File: src/rtl/hazard_scoreboard_pkg.sv
// hazard_scoreboard_pkg: latency classes and default result latencies shared by decode and the hazard scoreboard.
package hazard_scoreboard_pkg;
   typedef enum logic [1:0] {LAT_ALU, LAT_LOAD, LAT_MUL, LAT_DIV} lat_class_t;
   localparam int LOAD_LAT_DEF = 2;
   localparam int MUL_LAT_DEF  = 3;
endpackage

File: src/rtl/hazard_sb_entry.sv
// hazard_sb_entry: one architectural register's fixed-latency countdown and divider-busy bit.
module hazard_sb_entry #(
   parameter int CNT_W = 2
) (
   input  logic             clk,
   input  logic             rst_n,
   input  logic             reload_i,
   input  logic [CNT_W-1:0] reload_val_i,
   input  logic             set_i,
   input  logic             clr_i,
   input  logic             squash_i,
   output logic             pend_o,
   output logic             dbusy_o
);
   logic [CNT_W-1:0] cnt_q, cnt_d;
   logic             dbusy_q, dbusy_d;
   always_comb begin
      cnt_d   = squash_i ? '0 : reload_i ? reload_val_i : (cnt_q != '0) ? cnt_q - CNT_W'(1) : cnt_q;
      dbusy_d = squash_i ? 1'b0 : set_i ? 1'b1 : clr_i ? 1'b0 : dbusy_q;
   end
   always_ff @(posedge clk or negedge rst_n) begin
      if (!rst_n) begin
         cnt_q   <= '0;
         dbusy_q <= 1'b0;
      end else begin
         cnt_q   <= cnt_d;
         dbusy_q <= dbusy_d;
      end
   end
   assign pend_o  = cnt_q != '0;
   assign dbusy_o = dbusy_q;
   // Only one divide is ever in flight, so its issue and completion never target the same bit together.
   set_clr_excl: assert property (@(posedge clk) disable iff (!rst_n) !(set_i && clr_i));
endmodule

File: src/rtl/hazard_scoreboard.sv
// hazard_scoreboard: decode-stage RAW/WAW/structural hazard detection from a per-register scoreboard,
// with a saturating stall-cycle counter.
module hazard_scoreboard
   import hazard_scoreboard_pkg::*;
#(
   parameter int NUM_RS   = 2,
   parameter int LOAD_LAT = LOAD_LAT_DEF,
   parameter int MUL_LAT  = MUL_LAT_DEF,
   parameter int PERF_W   = 32
) (
   input  logic                   clk,
   input  logic                   rst_n,
   input  logic                   valid_d,
   input  logic [4:0]             rd_d,
   input  logic                   rd_used_d,
   input  lat_class_t             class_d,
   input  logic [NUM_RS-1:0][4:0] rs_d,
   input  logic [NUM_RS-1:0]      rs_used_d,
   input  logic                   div_done,
   input  logic [4:0]             div_rd,
   input  logic                   squash,
   output logic                   flag,
   output logic                   stall,
   output logic                   flush,
   output logic                   div_busy,
   output logic [PERF_W-1:0]      stall_cnt
);
   localparam int MAX_LAT = (LOAD_LAT > MUL_LAT) ? LOAD_LAT : MUL_LAT;
   localparam int CNT_W   = $clog2(MAX_LAT + 1);
   logic [31:0]       pend, dbusy;
   logic              raw, waw, struct_hz, hz, issue;
   logic [CNT_W-1:0]  reload_val;
   logic [PERF_W-1:0] stall_cnt_q, stall_cnt_d;
   // x0 is hardwired ready, so index 0 of the lookup vectors is a constant zero.
   assign pend[0]    = 1'b0;
   assign dbusy[0]   = 1'b0;
   assign reload_val = (class_d == LAT_LOAD) ? CNT_W'(LOAD_LAT) : CNT_W'(MUL_LAT);
   for (genvar g = 1; g < 32; g++) begin : g_entry
      hazard_sb_entry #(.CNT_W(CNT_W)) u_entry (
         .clk          (clk),
         .rst_n        (rst_n),
         .reload_i     (issue && rd_d == 5'(g) && (class_d == LAT_LOAD || class_d == LAT_MUL)),
         .reload_val_i (reload_val),
         .set_i        (issue && rd_d == 5'(g) && class_d == LAT_DIV),
         .clr_i        (div_done && div_rd == 5'(g)),
         .squash_i     (squash),
         .pend_o       (pend[g]),
         .dbusy_o      (dbusy[g])
      );
   end
   always_comb begin
      raw = 1'b0;
      for (int i = 0; i < NUM_RS; i++) raw = raw | (rs_used_d[i] & (pend[rs_d[i]] | dbusy[rs_d[i]]));
      waw         = rd_used_d & dbusy[rd_d];
      struct_hz   = (class_d == LAT_DIV) & div_busy;
      hz          = valid_d & ~squash & (raw | waw | struct_hz);
      issue       = valid_d & ~hz & ~squash & rd_used_d & (rd_d != 5'd0);
      stall_cnt_d = (hz && stall_cnt_q != '1) ? stall_cnt_q + PERF_W'(1) : stall_cnt_q;
   end
   always_ff @(posedge clk or negedge rst_n) begin
      if (!rst_n) stall_cnt_q <= '0;
      else        stall_cnt_q <= stall_cnt_d;
   end
   assign div_busy  = |dbusy;
   assign flag      = hz;
   assign stall     = hz;
   assign flush     = hz;
   assign stall_cnt = stall_cnt_q;
endmodule

File: config.mk
export PLATFORM = sky130hd
export DESIGN_NAME = hazard_scoreboard
export DESIGN_NICKNAME = d
export VERILOG_FILES = /design/src/rtl/hazard_scoreboard_pkg.sv /design/src/rtl/hazard_sb_entry.sv /design/src/rtl/hazard_scoreboard.sv
export SDC_FILE = /design/constraint.sdc
export NUM_CORES = 1
export LEC_CHECK = 0
export ABC_AREA = 1
export BUFFER_PORTS_ARGS = -buffer_cell sky130_fd_sc_hd__buf_2
export CORE_MARGIN = 3
export CORE_UTILIZATION = 55
export CTS_CLUSTER_DIAMETER = 150
export CTS_CLUSTER_SIZE = 8
export DETAILED_ROUTE_END_ITERATION = 6
export PLACE_DENSITY = 0.74
export SLEW_MARGIN = 20
export SYNTH_ARGS = -nofsm -noshare
export SYNTH_HDL_FRONTEND = slang
export SYNTH_HIERARCHICAL = 1
export SYNTH_SLANG_ARGS = --single-unit
File: constraint.sdc
create_clock -name clk -period 7 [get_ports clk]
set_input_delay 1.05 -clock clk [delete_from_list [all_inputs] [get_ports clk]]
set_output_delay 1.05 -clock clk [all_outputs]
set_load 0.05 [all_outputs]
# After elaboration in Yosys (flattened, before gate mapping)
# Cells that the tools add are included.
# word_totals
reg_bits	125
inputBits	30
output_inout_bits	36
elab_cells	599
# op_classes
muxes	197
bitwise	17
eq_ne	66
reduce_logical	221
add_sub_neg	32
order_cmp	3
# op_table
cell	count
$mux W2	93
$reduce_bool A3 Y1	62
$eq A5 B5 Y1 const B	32
$logic_and A1 B1 Y1	125
$mux W1	99
$eq A5 B4 Y1 const B	16
$reduce_bool A2 Y1	31
$sub A2 B1 Y2 const B	31
$eq A5 B3 Y1 const B	8
$add A32 B1 Y32 const B	1
$ne A32 B32 Y1 const B	1
$reduce_or A31 Y1	1
$bmux W1 S5	5
$eq A5 B2 Y1 const B	4
$lt A5 B6 Y1 const B	3
$and A1 B1 Y1	10
$eq A5 B1 Y1 const B	2
$or A1 B1 Y1	5
$reduce_bool A5 Y1	1
$eq A2 B2 Y1 const B	2
$eq A2 B1 Y1 const B	1
$not A1 Y1	2
$logic_or A1 B1 Y1	1

# Longest topological paths before layout
# depth
depth_word	18
ltp_mapped	21
ltp_nobuf	20

# Hierarchy
# The synthesis kept the hierarchy.
# by_module_without_submodules
module	seq_area_each_um2	n_inst	cells_each	area_each_um2
hazard_sb_entry	75.1	31	23	172.7
hazard_scoreboard	800.8	1	813	4394.2

# Worst setup path after synthesis
# OpenSTA, ideal clock, no wires.
# synth_path
path_kind	input to output
startpoint	input port rs_d[5] (netlist name)
endpoint	output port flush
t_arrival_ps	2824
path_buffers	2
stages	12
setup_slack_ps	3126
t_required_ps	5950
path_cell_list	clkinv_1 nor2_1 o21ai_0 nand3_1 nand3_1 nand3_1 nand3_1 nand3_2 buf_2 nand2_1 inv_1 buf_4
# synth_between
elab_chain_cells	8
word_cells_on_any_way	10
cone_classes	4 x mux; 6 x bitwise
# synth_rtl
element	line	rtl
start: declaration	hazard_scoreboard.sv:17	input logic [NUM_RS-1:0][4:0] rs_d,
$bmux W1 S5	hazard_scoreboard.sv:53	for (int i = 0; i < NUM_RS; i++) raw = raw | (rs_used_d[i] & (pend[rs_d[i]] | dbusy[rs_d[i]]));
$mux W1 (not written as such)	hazard_scoreboard.sv:53	
$or A1 B1 Y1 *	hazard_scoreboard.sv:53	
$and A1 B1 Y1 *	hazard_scoreboard.sv:53	
$or A1 B1 Y1 *	hazard_scoreboard.sv:53	
$or A1 B1 Y1 * (2 in series)	hazard_scoreboard.sv:56	hz = valid_d & ~squash & (raw | waw | struct_hz);
$and A1 B1 Y1 *	hazard_scoreboard.sv:56	
end: declaration	hazard_scoreboard.sv:24	output logic flush,
# Mark *: on every way between the ends. The rest lies on a longest branch, timed or not. The select of a mux whose other input is x is not followed.

# Worst setup path in the final report
# layout_path
startpoint	input port rd_d[4]
endpoint	output port flag
# layout_between
elab_chain_cells	6
# layout_rtl
element	line	rtl
start: declaration	hazard_scoreboard.sv:14	input logic [4:0] rd_d,
$bmux W1 S5	hazard_scoreboard.sv:54	waw = rd_used_d & dbusy[rd_d];
$mux W1 (not written as such)	hazard_scoreboard.sv:54	
$and A1 B1 Y1	hazard_scoreboard.sv:54	
$or A1 B1 Y1 (2 in series)	hazard_scoreboard.sv:56	
$and A1 B1 Y1	hazard_scoreboard.sv:56	
end: declaration	hazard_scoreboard.sv:22	output logic flag,
# No other way between the ends. The select of a mux whose other input is x is not followed.

==> impl_results.html <==
<table>
<tr><th>Metric</th><th>Value</th></tr>
<tr><th colspan="2">Final layout</th></tr>
<tr><td>Storage element area</td><td>3130 µm²</td></tr>
<tr><td>Inserted Diodes</td><td>0</td></tr>
<tr><td>Fraction of layout cells with a size suffix above 1</td><td>11.2%</td></tr>
<tr><td>Footprint of the multi-input gates</td><td>5510 µm²</td></tr>
<tr><td>Layout Cell Area excl Fill</td><td>11000 µm²</td></tr>
<tr><td>Synthesis-to-finish area growth</td><td>12.4%</td></tr>
<tr><td>Fillers</td><td>1657</td></tr>
<tr><td>Post-layout nets</td><td>1675</td></tr>
<tr><th colspan="2">Routing</th></tr>
<tr><td>Via density per instance</td><td>5.51</td></tr>
<tr><td>Number of antenna-violating nets in the routed design</td><td>0</td></tr>
<tr><td>Detailed-route DRC error count</td><td>0</td></tr>
<tr><td>Starting DRT DRC Count</td><td>881</td></tr>
<tr><td>Routed len/inst</td><td>15.4 µm</td></tr>
<tr><td>Detailed Routing Iterations Pass 1</td><td>5</td></tr>
<tr><td>DR vias</td><td>10200</td></tr>
<tr><td>Routed WL</td><td>28500 µm</td></tr>
<tr><th colspan="2">Floorplan</th></tr>
<tr><td>Horizontal die dimension</td><td>139 µm</td></tr>
<tr><td>Effective utilization at floorplan</td><td>56.4%</td></tr>
<tr><td>Die Y-Extent</td><td>139 µm</td></tr>
<tr><td>I/O pins</td><td>66</td></tr>
<tr><td>Die Outline Area</td><td>19400 µm²</td></tr>
<tr><td>Number of cell rows</td><td>48</td></tr>
<tr><td>Core Footprint</td><td>17300 µm²</td></tr>
<tr><th colspan="2">Clock tree</th></tr>
<tr><td>Cts repair resizes</td><td>0</td></tr>
<tr><td>Number of levels the H-tree was split into</td><td>4</td></tr>
<tr><td>Clock tree from TritonCTS</td><td>yes</td></tr>
<tr><td>CTS root buf</td><td>clkbuf_16</td></tr>
<tr><td>Clock sink count</td><td>125</td></tr>
<tr><td>Skew-Pair Late Insertion Delay</td><td>0.42 ns</td></tr>
<tr><td>Longest Clk Path Bufs</td><td>2</td></tr>
<tr><td>Clock slew at reported path FFs</td><td>0.06 ns</td></tr>
<tr><td>Number of buffers inserted during clock tree synthesis</td><td>17</td></tr>
<tr><td>CTS Hold Bufs</td><td>0</td></tr>
<tr><td>Post-CTS Setup Inserts</td><td>0</td></tr>
<tr><th colspan="2">Place</th></tr>
<tr><td>Total of buffers placed on input and output ports</td><td>65</td></tr>
<tr><td>Routability congestion estimate from global placement</td><td>1.02</td></tr>
<tr><td>DP HPWL</td><td>20700 µm</td></tr>
<tr><td>Area after detailed placement</td><td>10300 µm²</td></tr>
<tr><th colspan="2">Synthesis</th></tr>
<tr><td>Post-synth design cell area</td><td>9750 µm²</td></tr>
<tr><td>Avg Inst Size Synth</td><td>6.39 µm²</td></tr>
<tr><td>Synthesized instance count</td><td>1526</td></tr>
<tr><td>YS warnings</td><td>6</td></tr>
<tr><td>Portion of the post-synthesis area used by sequential elements</td><td>32.1%</td></tr>
<tr><td>Post-synthesis register bit count</td><td>125</td></tr>
<tr><td>Number of distinct library cells after synthesis</td><td>29</td></tr>
<tr><th colspan="2">STA</th></tr>
<tr><td>Total negative slack</td><td>0 ns</td></tr>
<tr><td>Worst Max-Slew Pin Slew</td><td>0.940 ns</td></tr>
<tr><td>Clock tree skew after final layout</td><td>0.0101 ns</td></tr>
<tr><td>RSZ-0062 raised after global routing</td><td>false</td></tr>
<tr><td>Final setup violating endpoints</td><td>0</td></tr>
<tr><td>Final hold violations</td><td>0</td></tr>
<tr><td>Worst rel slew slack</td><td>37.3%</td></tr>
<tr><td>Max-slew violation total from the final report</td><td>0</td></tr>
<tr><td>Final worst path period share</td><td>66.1%</td></tr>
<tr><td>Min cycle time layout</td><td>4.63 ns</td></tr>
<tr><td>Highest clock frequency the design can meet</td><td>216 MHz</td></tr>
<tr><th colspan="2">Power</th></tr>
<tr><td>Leakage</td><td>5.61 nW</td></tr>
<tr><td>Clock power share</td><td>27.9%</td></tr>
<tr><td>Power density over the cells</td><td>321 nW/µm²</td></tr>
<tr><td>Switching portion of total power</td><td>41.5%</td></tr>
<tr><td>Sequential Power Share</td><td>29.8%</td></tr>
<tr><td>Worst vdd ir</td><td>196 µV</td></tr>
<tr><td>Switching component of the power</td><td>1.46 mW</td></tr>
<tr><td>Gate power share</td><td>42.3%</td></tr>
<tr><td>Post-layout power</td><td>3.52 mW</td></tr>
<tr><td>Internal cell power</td><td>2.06 mW</td></tr>
<tr><th colspan="2">Status</th></tr>
<tr><td>Run status</td><td>finished clean</td></tr>
<tr><th colspan="2">Flow run</th></tr>
<tr><td>Number of max-cap violations</td><td>0</td></tr>
<tr><th colspan="2">Worst setup path</th></tr>
<tr><td>Worst Path Arrival</td><td>3.58 ns</td></tr>
<tr><td>Setup crit start kind</td><td>input port</td></tr>
<tr><td>Maximum fanout along the worst path</td><td>34</td></tr>
<tr><td>Required time of the critical path</td><td>5.95 ns</td></tr>
<tr><td>Category of the most critical setup path</td><td>in2out</td></tr>
<tr><td>Critical Path End Type</td><td>output port</td></tr>
<tr><th colspan="2">Global route</th></tr>
<tr><td>Pin count of the biggest net entering global routing</td><td>72</td></tr>
<tr><td>Number of antenna violations at the first check in global routing</td><td>0</td></tr>
<tr><td>Vias in the first global route</td><td>9387</td></tr>
<tr><td>First-pass GRT wire length</td><td>46900 µm</td></tr>
<tr><td>Overall overflow remaining after global route</td><td>0</td></tr>
<tr><td>Overall fraction of global-route tracks in use</td><td>29.4%</td></tr>
<tr><th colspan="2">Worst hold path</th></tr>
<tr><td>Worst Hold Class</td><td>reg2reg</td></tr>
</table>
## metal layers
layer / GRT usage, % / vias up / part of all wire (%)
met3: 4.59 / 49 / 7.3
met1: 41.6 / 4702 / 45
met4: 8.39 / 0 / 2.3
met5: 0 / - / 0
li1: - / 5023 / -
met2: 47.1 / 409 / 45
## cells by family (layout without fill, tap and decap cells)
logic type | after synthesis | in the layout | share of synthesized area (%)
other | 1 | 31 | 0.0385
AND/OR/NAND/NOR | 879 | 879 | 39.1
buffers and inverters | 302 | 370 | 12.5
flip-flops | 125 | 125 | 32.1
AO/OA/AOI/OAI | 155 | 155 | 9.20
XOR/XNOR | 30 | 30 | 2.70
adder cells (fa/ha/maj) | 34 | 34 | 4.36
## registers in the layout, indices dropped and copies added, names as in the netlist
signal,flops
g_entry.u_entry/dbusy_o,31
stall_cnt,32
g_entry.u_entry/cnt_q,62
## power by group through the flow
stage	Clock [mW]	Combinational, mW	Sequential (mW)
2_1_floorplan	0	1.07	1.05
3_3_place_gp	0	1.42	1.05
3_5_place_dp	0	1.47	1.05
4_1_cts	0.996	1.48	1.04
5_1_grt	1.03	1.70	1.07
6_report	0.983	1.49	1.05
## layout by cell type (no fill, tap or decap), types with 2 or more instances in the layout
cell,netlist,layout
nor2_2,1,2
conb_1,1,31
o21ai_0,77,77
nor4_1,10,10
nand4_1,126,126
nand3_1,49,49
a21oi_2,32,32
dfrtp_1,125,125
clkinv_2,0,2
bufinv_16,0,4
inv_2,33,33
clkinvlp_4,0,2
nor2_1,239,238
nor3_1,22,22
nand2_1,419,419
ha_1,34,34
xnor2_1,5,5
buf_2,9,63
clkbuf_8,0,3
xor2_1,25,25
clkbuf_16,0,17
inv_6,0,2
a21oi_1,45,45
nand3_2,2,2
inv_1,231,231
nand2_2,3,3
nand3b_1,2,2
nand4_2,5,5
clkinv_1,2,2
buf_4,6,8
## worst max-delay path: stages
cell	delay, ns
buf_2	0.31
clkinv_1	0.55
a21oi_1	0.29
nand2_1	0.09
a21oi_2	0.17
nand3_2	0.59
nand2_1	0.21
inv_1	0.08
buf_2	0.21
## area by class of cell
| class | instances | area share [%] |
|---|---|---|
| multi-input combinational | 1129 | 50.3 |
| sequential | 125 | 28.5 |
| inverter | 266 | 9.11 |
| clock buffer | 20 | 4.26 |
| timing repair buffer | 72 | 3.53 |
| tap | 225 | 2.57 |
| clock inverter | 12 | 1.67 |
## synth_stat cells
master    instances  area share [%]
nand2_1         419              16
nor2_1          239             9.2
inv_1           231             8.9
nand4_1         126             8.1
dfrtp_1         125              32
o21ai_0          77             4.0
nand3_1          49             2.5
a21oi_1          45             2.3
ha_1             34             4.4
inv_2            33             1.3
a21oi_2          32             2.9
xor2_1           25             2.2
nor3_1           22             1.1
clkbuf_1         13            0.50
nor4_1           10            0.64
buf_2             9            0.46
buf_6             7            0.81
buf_4             6            0.46
nand4_2           5            0.64
xnor2_1           5            0.45
nand2_2           3            0.19
clkinv_1          2           0.077
nand3_2           2            0.21
nand3b_1          2            0.15
a31oi_1           1           0.064
buf_1             1           0.038
conb_1            1           0.038
nor2_2            1           0.064
nor2_4            1            0.12
## path summary, 6_finish.rpt
| kind | depth (start not counted) | slack [ns] | start | endpoint |
|---|---|---|---|---|
| max | 9 | 2.37 | rd_d[4] | flag |
| min | 2 | 0.53 | g_entry[26].u_entry/cnt_q[1]$_DFFE_PN0P_ | g_entry[26].u_entry/cnt_q[1]$_DFFE_PN0P_ |
| max reg2reg | 18 | 3.50 | g_entry[31].u_entry/cnt_q[0]$_DFFE_PN0P_ | g_entry[7].u_entry/cnt_q[1]$_DFFE_PN0P_ |
| min reg2reg | 2 | 0.53 | g_entry[26].u_entry/cnt_q[1]$_DFFE_PN0P_ | g_entry[26].u_entry/cnt_q[1]$_DFFE_PN0P_ |
| max in group asynchronous | 2 | 5.19 | rst_n | g_entry[28].u_entry/dbusy_o$_DFFE_PN0P_ |
| min in group asynchronous | 1 | 0.62 | rst_n | g_entry[18].u_entry/cnt_q[1]$_DFFE_PN0P_ |
## stage by stage
| step | utilization [%] | worst slack [ns] | std cells | hold WS [ns] |
|---|---|---|---|---|
| 2_1_floorplan | - | 3.13 | 1556 | 0.500 |
| 3_3_place_gp | 59.6 | 2.50 | 1817 | 0.510 |
| 3_5_place_dp | 59.6 | 2.43 | 1817 | 0.513 |
| 4_1_cts | 63.4 | 2.45 | 1849 | 0.530 |
| 5_1_grt | 63.4 | 2.18 | 1849 | 0.559 |
| 6_report | 63.4 | 2.37 | 1849 | 0.532 |
No activity file was read; power rests on OpenSTA's default activity.
